### config.mk
export PLATFORM = sky130hd
export DESIGN_NAME = boot_sequencer
export DESIGN_NICKNAME = d
export VERILOG_FILES = /design/src/rtl/boot_sequencer.sv
export SDC_FILE = /design/constraint.sdc
export NUM_CORES = 1
export LEC_CHECK = 0
export ABC_AREA = 1
export ABC_CLOCK_PERIOD_IN_PS = 2100
export BUFFER_PORTS_ARGS = -buffer_cell sky130_fd_sc_hd__buf_2
export CAP_MARGIN = 20
export CORE_MARGIN = 8
export CORE_UTILIZATION = 45
export DETAILED_ROUTE_END_ITERATION = 16
export GPL_ROUTABILITY_DRIVEN = 0
export PLACE_DENSITY_LB_ADDON = 0.1
export SKIP_LAST_GASP = 1
export SYNTH_ARGS = -nofsm -noshare
export SYNTH_HDL_FRONTEND = slang
export SYNTH_SLANG_ARGS = --single-unit
export TNS_END_PERCENT = 5
### constraint.sdc
create_clock -name Clk -period 2.1 [get_ports Clk]
set_input_delay 0.21 -clock Clk [delete_from_list [all_inputs] [get_ports Clk]]
set_output_delay 0.21 -clock Clk [all_outputs]
set_load 0.05 [all_outputs]
### src/rtl/boot_sequencer.sv
// boot_sequencer
//   Loads a program into instruction memory while holding the core in reset,
//   releases the core, then counts run cycles until core_done or a timeout.
// Ports:
//   Clk, Reset          clock; synchronous active-high reset
//   start               begin a load (honoured in IDLE, DONE, ERR)
//   in_valid/in_ready   program word handshake; in_data word, in_last final word
//   im_wr_en/im_addr/im_wdat  instruction memory write port
//   core_reset          active-high reset to the core
//   core_done           core finished indication
//   busy                high in LOAD, RST, RUN
//   finished/timed_out/overflow  sticky status flags
//   prog_len            words written by the last load
//   cycle_count         RUN cycles observed before core_done
module boot_sequencer #(
  parameter int IW         = 9,
  parameter int AW         = 8,
  parameter int CW         = 16,
  parameter int RST_CYCLES = 2,
  parameter int TIMEOUT    = 4096
) (
  input  logic          Clk,
  input  logic          Reset,
  input  logic          start,
  input  logic          in_valid,
  output logic          in_ready,
  input  logic [IW-1:0] in_data,
  input  logic          in_last,
  output logic          im_wr_en,
  output logic [AW-1:0] im_addr,
  output logic [IW-1:0] im_wdat,
  output logic          core_reset,
  input  logic          core_done,
  output logic          busy,
  output logic          finished,
  output logic          timed_out,
  output logic          overflow,
  output logic [AW:0]   prog_len,
  output logic [CW-1:0] cycle_count
);

  localparam int RCW = (RST_CYCLES > 1) ? $clog2(RST_CYCLES) : 1;

  typedef enum logic [2:0] {
    S_IDLE,
    S_LOAD,
    S_RST,
    S_RUN,
    S_DONE,
    S_ERR
  } state_t;

  state_t        state_q, state_d;
  logic [AW-1:0] addr_q, addr_d;
  logic [AW:0]   prog_len_q, prog_len_d;
  logic [CW-1:0] cycle_q, cycle_d;
  logic [RCW-1:0] rst_cnt_q, rst_cnt_d;
  logic          finished_q, finished_d;
  logic          timed_out_q, timed_out_d;
  logic          overflow_q, overflow_d;
  logic          in_ready_q, in_ready_d;
  logic          core_reset_q, core_reset_d;
  logic          busy_q, busy_d;

  always_comb begin
    state_d     = state_q;
    addr_d      = addr_q;
    prog_len_d  = prog_len_q;
    cycle_d     = cycle_q;
    rst_cnt_d   = rst_cnt_q;
    finished_d  = finished_q;
    timed_out_d = timed_out_q;
    overflow_d  = overflow_q;

    unique case (state_q)
      S_IDLE, S_DONE, S_ERR: begin
        if (start) begin
          state_d     = S_LOAD;
          addr_d      = '0;
          prog_len_d  = '0;
          cycle_d     = '0;
          finished_d  = 1'b0;
          timed_out_d = 1'b0;
          overflow_d  = 1'b0;
        end
      end
      S_LOAD: begin
        if (in_valid) begin
          prog_len_d = prog_len_q + 1'b1;
          // Address saturates at the top so word 0 can never be overwritten.
          if (addr_q != '1) addr_d = addr_q + 1'b1;
          if (in_last) begin
            state_d   = S_RST;
            rst_cnt_d = '0;
          end else if (addr_q == '1) begin
            state_d    = S_ERR;
            overflow_d = 1'b1;
          end
        end
      end
      S_RST: begin
        if (rst_cnt_q == RCW'(RST_CYCLES - 1)) state_d = S_RUN;
        else rst_cnt_d = rst_cnt_q + 1'b1;
      end
      S_RUN: begin
        // core_done takes priority over an expiring timeout.
        if (core_done) begin
          state_d    = S_DONE;
          finished_d = 1'b1;
        end else if (cycle_q == CW'(TIMEOUT)) begin
          state_d     = S_ERR;
          timed_out_d = 1'b1;
        end else begin
          cycle_d = cycle_q + 1'b1;
        end
      end
      default: state_d = S_IDLE;
    endcase

    // Registered outputs are decoded from the next state so they line up with state_q.
    in_ready_d   = (state_d == S_LOAD);
    core_reset_d = (state_d != S_RUN);
    busy_d       = (state_d == S_LOAD) || (state_d == S_RST) || (state_d == S_RUN);
  end

  always_ff @(posedge Clk) begin
    if (Reset) begin
      state_q      <= S_IDLE;
      addr_q       <= '0;
      prog_len_q   <= '0;
      cycle_q      <= '0;
      rst_cnt_q    <= '0;
      finished_q   <= 1'b0;
      timed_out_q  <= 1'b0;
      overflow_q   <= 1'b0;
      in_ready_q   <= 1'b0;
      core_reset_q <= 1'b1;
      busy_q       <= 1'b0;
    end else begin
      state_q      <= state_d;
      addr_q       <= addr_d;
      prog_len_q   <= prog_len_d;
      cycle_q      <= cycle_d;
      rst_cnt_q    <= rst_cnt_d;
      finished_q   <= finished_d;
      timed_out_q  <= timed_out_d;
      overflow_q   <= overflow_d;
      in_ready_q   <= in_ready_d;
      core_reset_q <= core_reset_d;
      busy_q       <= busy_d;
    end
  end

  assign im_wr_en    = (state_q == S_LOAD) && in_valid;
  assign im_addr     = addr_q;
  assign im_wdat     = in_data;
  assign in_ready    = in_ready_q;
  assign core_reset  = core_reset_q;
  assign busy        = busy_q;
  assign finished    = finished_q;
  assign timed_out   = timed_out_q;
  assign overflow    = overflow_q;
  assign prog_len    = prog_len_q;
  assign cycle_count = cycle_q;

endmodule
==> results of run 1 <==
==> stage by stage <==
stage	utilization	total power (W)	area (sq um)	hold slack (ns)	std cells
after floorplan	-	0.00119	2530	0.379	393
after global placement	0.506	0.00122	2770	0.420	498
after detailed placement	0.506	0.00123	2770	0.420	498
after CTS	0.523	0.00179	2860	0.205	506
after global routing	0.523	0.00186	2860	0.230	506
final	0.523	0.00178	2860	0.210	506
==> power by group through the flow <==
stage | sequential [W] | clock, W | combinational, W
CTS | 0.000871 | 0.000584 | 0.000338
global placement | 0.000889 | 0 | 0.000334
floorplan | 0.000968 | 0 | 0.000224
detailed placement | 0.000891 | 0 | 0.000336
global route | 0.000877 | 0.000622 | 0.000365
finish | 0.000872 | 0.000571 | 0.000334
==> kinds of logic after synthesis <==
logic type	Yosys count	synth area share
buffers and inverters	61	0.109
and+or+nand+nor	225	0.391
xor gates and xnor gates	9	0.0311
AOI/OAI and AO/OA	51	0.110
adders and majority gates	4	0.0198
DFF	43	0.340
==> sequential cells by signal, indices dropped and copies added (netlist names) <==
register	cells
core_reset	1
busy	1
overflow	1
cycle_count	16
timed_out	1
rst_cnt_q	1
prog_len	9
state_q	3
im_addr	8
finished	1
in_ready	1
==> layout by cell type (no fill, tap or decap), types with 4 or more instances in the layout <==
master    synthesis  routed
xor2_1            7       7
nand2_1          94      94
nand3_1          25      25
nor3_1            5       5
nand4_1          14      14
inv_1            42      42
a21oi_1          30      30
o21ai_0          11      11
nor2_1           76      76
clkbuf_8          0       6
buf_2             1      45
inv_2             4       4
ha_1              4       4
dfxtp_1          43      43
==> worst max-delay path by stage <==
| stage | slack (ns) | end | from | cells after the start |
|---|---|---|---|---|
| final | 0.27 | im_addr[5] | state_q[0] | 9 |
| after global routing | 0.06 | im_addr[1] | state_q[0] | 9 |
| after CTS | 0.25 | im_addr[5] | state_q[0] | 9 |
| after detailed placement | 0.27 | im_addr[5] | state_q[0] | 9 |
| after global placement | 0.29 | im_addr[1] | state_q[0] | 9 |
| after floorplan | 0.29 | cycle_count[8] | cycle_count[0] | 8 |
==> layer usage <==
metal,global-route usage,wire length [um],up-vias
li1,-,-,1329
met1,0.207,3200,1115
met2,0.253,2880,62
met3,0.0420,382,5
met4,0.0409,65,0
met5,0,0,-
==> worst register-to-register path, cell delays in order (launching register included) <==
cell	delay, ns
dfxtp_1	0.39
nand2_2	0.14
nor2_4	0.22
nand2_1	0.10
nand2_1	0.30
nand2_1	0.13
nand2_2	0.20
inv_2	0.11
nand2_1	0.07
a21oi_1	0.06
==> cell usage after synthesis <==
cell / number
dfxtp_1: 43
nand3_1: 25
o21bai_1: 2
xor2_1: 7
a31oi_1: 2
nor2_8: 1
nor2_1: 76
xnor2_1: 2
inv_2: 4
o21ai_0: 11
clkbuf_1: 3
nand2_2: 3
a21oi_1: 30
buf_6: 1
inv_1: 42
a31o_2: 1
a21o_1: 1
o31ai_1: 1
nor2_4: 1
nand2_4: 3
o21bai_2: 1
nand2_1: 94
buf_4: 10
ha_1: 4
nand4_1: 14
nor3_1: 5
nor2_2: 2
o21ai_1: 2
buf_2: 1
nand3_4: 1
==> final cells by class <==
type | instances | area (sq um)
Tap cell | 72 | 90.1
Clock buffer | 7 | 86.3
Inverter | 46 | 173
Multi-Input combinational cell | 289 | 1400
Sequential cell | 43 | 861
Clock inverter | 1 | 8.76
Fill cell | 598 | 2610
Timing Repair Buffer | 48 | 248
==> summary.md, run 1 <==
| Metric | Value |
|---|---|
| Crit path top cell by count | `nand2_1` |
| Routed Antenna Nets | `0` |
| Sequential fraction of the synthesis area | `0.340` |
| Kind of start point of the critical path | `register` |
| Max cap viols | `0` |
| Setup repair after global routing missed its margin | `no` |
| CP max FO | `12` |
| Leading post-synthesis cells by cell area | `dfxtp_1 (34%), nand2_1 (14%), nor2_1 (11%)` |
| Comb pwr share | `0.188` |
| Pwr dens | `620 nW/um^2` |
| Warnings from Yosys | `0` |
| Sw power | `0.000586 W` |
| Mapped Cells | `393` |
| Setup TNS | `0 ns` |
| Vias per cell | `4.96` |
| Synth Register Bits | `43` |
| Initial Util | `0.463` |
| Worst rel slew slack | `0.758` |
| Cells along the critical path | `nand2_2, nor2_4, nand2_1, nand2_1, nand2_1, nand2_2, inv_2, nand2_1, a21oi_1` |
| Worst slew pin tran | `0.362 ns` |
| Wire per inst | `12.9 um` |
| Max Slew Vio Count | `0` |
| Largest net degree at the start of global routing | `17` |
| Hold Path End | `finished` |
| Hold Path Depth | `3` |
| Synthesized cell area | `2530 sq um` |
| Worst R2R End | `im_addr[5]` |
| DRC Markers | `0` |
| Critical Path AT | `2.02 ns` |
| Vias in the first global route | `2325` |
| Post-CTS Setup Bufs | `0` |
| Clk sink count | `43` |
| Share of layout cells above drive strength 1 | `0.166` |
| Synth area leader | `dfxtp_1` |
| CTS tree | `done` |
| Clock power frac | `0.321` |
| Worst hold start | `core_done` |
| DR vias | `2511` |
| DRT Wirelength | `6520 um` |
| Initial antenna violation count | `0` |
| Area grow syn2layout | `13.0%` |
| Final hold vios | `0` |
| Port Buffers | `45` |
| Top Ports | `64` |
| Die area | `8280 sq um` |
| Total Routing Usage GR | `0.159` |
| Row cnt | `27` |
| Final WS setup | `0.266 ns` |
| H-Tree Depth | `2` |
| WP buf/inv | `1` |
| Clk_skew | `0.00463 ns` |
| Die Ht | `91.0 um` |
| CTS root buf | `clkbuf_8` |
| Starting DRT DRC Count | `162` |
| Sw frac | `0.330` |
| Outcome | `completed` |
| Number of iterations in the first detailed-routing pass | `4` |
| Hold crit path type | `in2reg` |
| P_int | `0.00119 W` |
| Slowest stage delay, CP | `0.39 ns` |
| Fmax | `0.545 GHz` |
| Clock Pin Slew Worst Setup and Hold Paths | `0.08 ns` |
| Gr ovfl total | `0` |
| Slowest CP cell | `dfxtp_1` |
| CTS Hold Bufs | `0` |
| Seq pwr share | `0.491` |
| FF-to-FF Start | `state_q[0]` |
| Total CTS buffers | `5` |
| Critical path class | `reg2reg` |
| Min Tclk post-route | `1.83 ns` |
| Detailed Place HPWL | `4930 um` |
| Syn nets | `412` |
| Critical Path End Type | `register` |
| Crit path max-delay family | `simple AND/OR/NAND/NOR gates` |
| Mean Syn Cell Area | `6.44 sq um` |
| Placement Setup Slack | `0.271 ns` |
| Top-area cell type share of the netlist area | `0.340` |
| Synth cell types | `30` |
| Max clock buf depth | `2` |
| Required @ worst endpoint | `2.29 ns` |
| First-pass GRT wire length | `11100 um` |
| Post_cts resized | `0` |
| Inserted Diodes | `0` |
| Reg2reg path depth | `9` |
| Flop2flop setup slack | `0.27 ns` |
| Clock Latency Late Sink | `0.30 ns` |
| Period Utilization, post-route | `0.873` |
| Area of the core | `5470 sq um` |
| Setup violators final | `0` |
| VDD IR-drop max | `0.000315 V` |
| Horiz. Die Dim | `91.0 um` |
| LEAKAGE | `1.28 nW` |
| # nets final | `452` |
(Power assumes the default switching activity.)
==> run 2, diff against run 1 <==
--- a/config.mk
+++ b/config.mk
@@ -5,7 +5,6 @@
 export SDC_FILE = /design/constraint.sdc
 export NUM_CORES = 1
 export LEC_CHECK = 0
-export ABC_AREA = 1
 export ABC_CLOCK_PERIOD_IN_PS = 2100
 export BUFFER_PORTS_ARGS = -buffer_cell sky130_fd_sc_hd__buf_2
 export CAP_MARGIN = 20
==> summary.md, run 2 <==
| Metric | Value |
|---|---|
| Outcome | `completed (unchanged)` |
| Top Ports | `64 (unchanged)` |
| Clk_skew | `0.00506 ns (was 0.00463 ns)` |
| Fin util | `0.531 (was 0.523)` |
| Total Routing Usage GR | `0.143 (was 0.159)` |
| Critical Path End Type | `register (unchanged)` |
| Area of the multi-input gates | `1200 sq um (was 1400 sq um)` |
| DRT Wirelength | `5100 um (was 6520 um)` |
| Max Slew Vio Count | `0 (unchanged)` |
| Slowest CP cell | `dfxtp_1 (unchanged)` |
| Vias per cell | `5.41 (was 4.96)` |
| Warnings from Yosys | `0 (unchanged)` |
| # nets final | `310 (was 452)` |
| Synth area leader | `dfxtp_1 (unchanged)` |
| Crit path max-delay family | `simple AND/OR/NAND/NOR gates (unchanged)` |
| Mapped Cells | `249 (was 393)` |
| Sequential fraction of the synthesis area | `0.394 (was 0.340)` |
| LEAKAGE | `0.985 nW (was 1.28 nW)` |
| Slowest stage delay, CP | `0.39 ns (about the same)` |
| Fmax | `0.532 GHz (was 0.545 GHz)` |
| Register area | `862 sq um (was 861 sq um)` |
| Post_cts resized | `0 (unchanged)` |
| Placed cell count | `338 (was 498)` |
| H-Tree Depth | `2 (unchanged)` |
| Final hold vios | `0 (unchanged)` |
| DRC Markers | `0 (unchanged)` |
| Vias in the first global route | `1848 (was 2325)` |
| Critical path class | `reg2reg (unchanged)` |
| Flop2flop setup slack | `0.22 ns (was 0.27 ns)` |
| CTS root buf | `clkbuf_8 (unchanged)` |
| Worst Setup SP | `cycle_count[1] (was state_q[0])` |
| Worst hold start | `Reset (was core_done)` |
| Worst R2R End | `core_reset (was im_addr[5])` |
| Syn nets | `268 (was 412)` |
| Async SR Flop Fraction | `0 (unchanged)` |
| VDD IR-drop max | `0.000236 V (was 0.000315 V)` |
| P_int | `0.00110 W (was 0.00119 W)` |
| Synth Flop Type | `dfxtp_1 (unchanged)` |
| Layout fillers | `471 (was 598)` |
| Worst slew pin tran | `0.526 ns (was 0.362 ns)` |
| Largest net degree at the start of global routing | `20 (was 17)` |
| CP max FO | `5 (was 12)` |
| Port Buffers | `45 (unchanged)` |
| Critical Path AT | `2.05 ns (was 2.02 ns)` |
| Synth cell types | `46 (was 30)` |
| Sw power | `0.000401 W (was 0.000586 W)` |
| Top-area cell type share of the netlist area | `0.394 (was 0.340)` |
| Area of the core | `4690 sq um (was 5470 sq um)` |
| Reg2reg path depth | `7 (was 9)` |
| Die area | `7330 sq um (was 8280 sq um)` |
| CTS tree | `done (unchanged)` |
| Area grow syn2layout | `14.2% (was 13.0%)` |
| EDFF count, synth | `0 (unchanged)` |
| CP Depth | `7 (was 9)` |
| Inserted Diodes | `0 (unchanged)` |
| Die Ht | `85.6 um (was 91.0 um)` |
| Fin area | `2490 sq um (was 2860 sq um)` |
| Total CTS buffers | `5 (unchanged)` |
| Row cnt | `25 (was 27)` |
| Hold crit path type | `in2reg (unchanged)` |
| Most frequent cells in the layout | `buf_2 (45), dfxtp_1 (42), nor2_1 (40) (was nand2_1 (94), nor2_1 (76), buf_2 (45))` |
| Pwr dens | `604 nW/um^2 (was 620 nW/um^2)` |
| Wire per inst | `14.8 um (was 12.9 um)` |
| Max clock buf depth | `2 (unchanged)` |
| Starting DRT DRC Count | `65 (was 162)` |
| WP buf/inv | `1 (unchanged)` |
| Setup repair after global routing missed its margin | `no (unchanged)` |
| Share of layout cells above drive strength 1 | `0.248 (was 0.166)` |
| Synth Register Bits | `43 (unchanged)` |
| First-pass GRT wire length | `8750 um (was 11100 um)` |
| Setup TNS | `0 ns (unchanged)` |
| Max reg flops | `16 (unchanged)` |
| Seq pwr share | `0.559 (was 0.491)` |
| Horiz. Die Dim | `85.6 um (was 91.0 um)` |
| Critical Path Sink | `core_reset (was im_addr[5])` |
| Clock power frac | `0.321 (about the same)` |
| Setup violators final | `0 (unchanged)` |
| Count leader, synth | `dfxtp_1 (was nand2_1)` |
| Comb pwr share | `0.120 (was 0.188)` |
| Number of iterations in the first detailed-routing pass | `4 (unchanged)` |
| Clock Latency Late Sink | `0.29 ns (was 0.30 ns)` |
| Clock Pin Slew Worst Setup and Hold Paths | `0.08 ns (about the same)` |
| Period Utilization, post-route | `0.895 (was 0.873)` |
| Routed Antenna Nets | `0 (unchanged)` |
| DR vias | `1862 (was 2511)` |
| FF-to-FF Start | `cycle_count[1] (was state_q[0])` |
| Placement Cell Area | `2420 sq um (was 2770 sq um)` |
| Cells along the critical path | `inv_1, ha_1, nor4b_1, nand4_1, nor3b_1, nor2_1, or3_1 (was nand2_2, nor2_4, nand2_1, nand2_1, nand2_1, nand2_2, inv_2, nand2_1, a21oi_1)` |
| Required @ worst endpoint | `2.27 ns (was 2.29 ns)` |
| Mean Syn Cell Area | `8.76 sq um (was 6.44 sq um)` |
| Kind of start point of the critical path | `register (unchanged)` |
| Detailed Place HPWL | `3830 um (was 4930 um)` |
| Layout Cells excl Fill | `344 (was 506)` |
| Initial Util | `0.465 (was 0.463)` |
| Min Tclk post-route | `1.88 ns (was 1.83 ns)` |
| Post-CTS Setup Bufs | `0 (unchanged)` |
| CTS Hold Bufs | `0 (unchanged)` |
| Synthesized cell area | `2180 sq um (was 2530 sq um)` |
| Initial antenna violation count | `0 (unchanged)` |
| Worst rel slew slack | `0.647 (was 0.758)` |
| Gr ovfl total | `0 (unchanged)` |
| Max cap viols | `0 (unchanged)` |
| Sw frac | `0.267 (was 0.330)` |
| Commonest non-fill, non-tap cell in the layout | `buf_2 (was nand2_1)` |
| Clk sink count | `43 (unchanged)` |
| Leading post-synthesis cells by cell area | `dfxtp_1 (39%), xnor2_1 (8.0%), nor2_1 (6.9%) (was dfxtp_1 (34%), nand2_1 (14%), nor2_1 (11%))` |
| Synth top cells by count | `dfxtp_1 (43), nor2_1 (40), xnor2_1 (20) (was nand2_1 (94), nor2_1 (76), dfxtp_1 (43))` |
| Pwr Total | `0.00151 W (was 0.00178 W)` |
run 2: metal layers:
layer	track usage	wire length [um]
met1	0.176	2440
met2	0.231	2300
met3	0.0458	303
met4	0.0462	59
met5	0	0
run 2: layout make-up:
type | instances | share of cell area
clock buffer | 6 | 0.0291
timing repair buffer | 51 | 0.108
sequential | 43 | 0.346
multi-input combinational | 185 | 0.482
tap | 54 | 0.0271
inverter | 5 | 0.00753
run 2: kinds of logic after synthesis:
group	count (synthesis)	synth area share
and+or+nand+nor	122	0.319
DFF	43	0.394
AOI/OAI and AO/OA	30	0.0877
xor gates and xnor gates	26	0.104
buffers and inverters	21	0.0568
adders and majority gates	4	0.0229
muxes	3	0.0143
run 2: metrics by stage:
stage	setup WS [ns]	hold WS, ns
6_report	0.221	0.237
5_1_grt	0.0413	0.242
4_1_cts	0.232	0.226
3_5_place_dp	0.250	0.421
3_3_place_gp	0.286	0.421
2_1_floorplan	0.0337	0.408
run 2: worst min-delay path by stage:
stage / endpoint / slack (ns) / depth (start not counted)
2_1_floorplan: in_ready / 0.41 / 2
3_3_place_gp: im_wdat[2] / 0.42 / 0
3_5_place_dp: im_wdat[2] / 0.42 / 0
4_1_cts: finished / 0.23 / 2
5_1_grt: im_addr[0] / 0.24 / 2
6_report: finished / 0.24 / 2
run 2: power groups by stage:
stage / Sequential [W] / Clock, W / Combinational [W]
after floorplan: 0.000891 / 0 / 0.000147
after global placement: 0.000861 / 0 / 0.000181
after detailed placement: 0.000861 / 0 / 0.000180
after CTS: 0.000842 / 0.000502 / 0.000180
after global routing: 0.000845 / 0.000531 / 0.000199
final: 0.000842 / 0.000483 / 0.000180
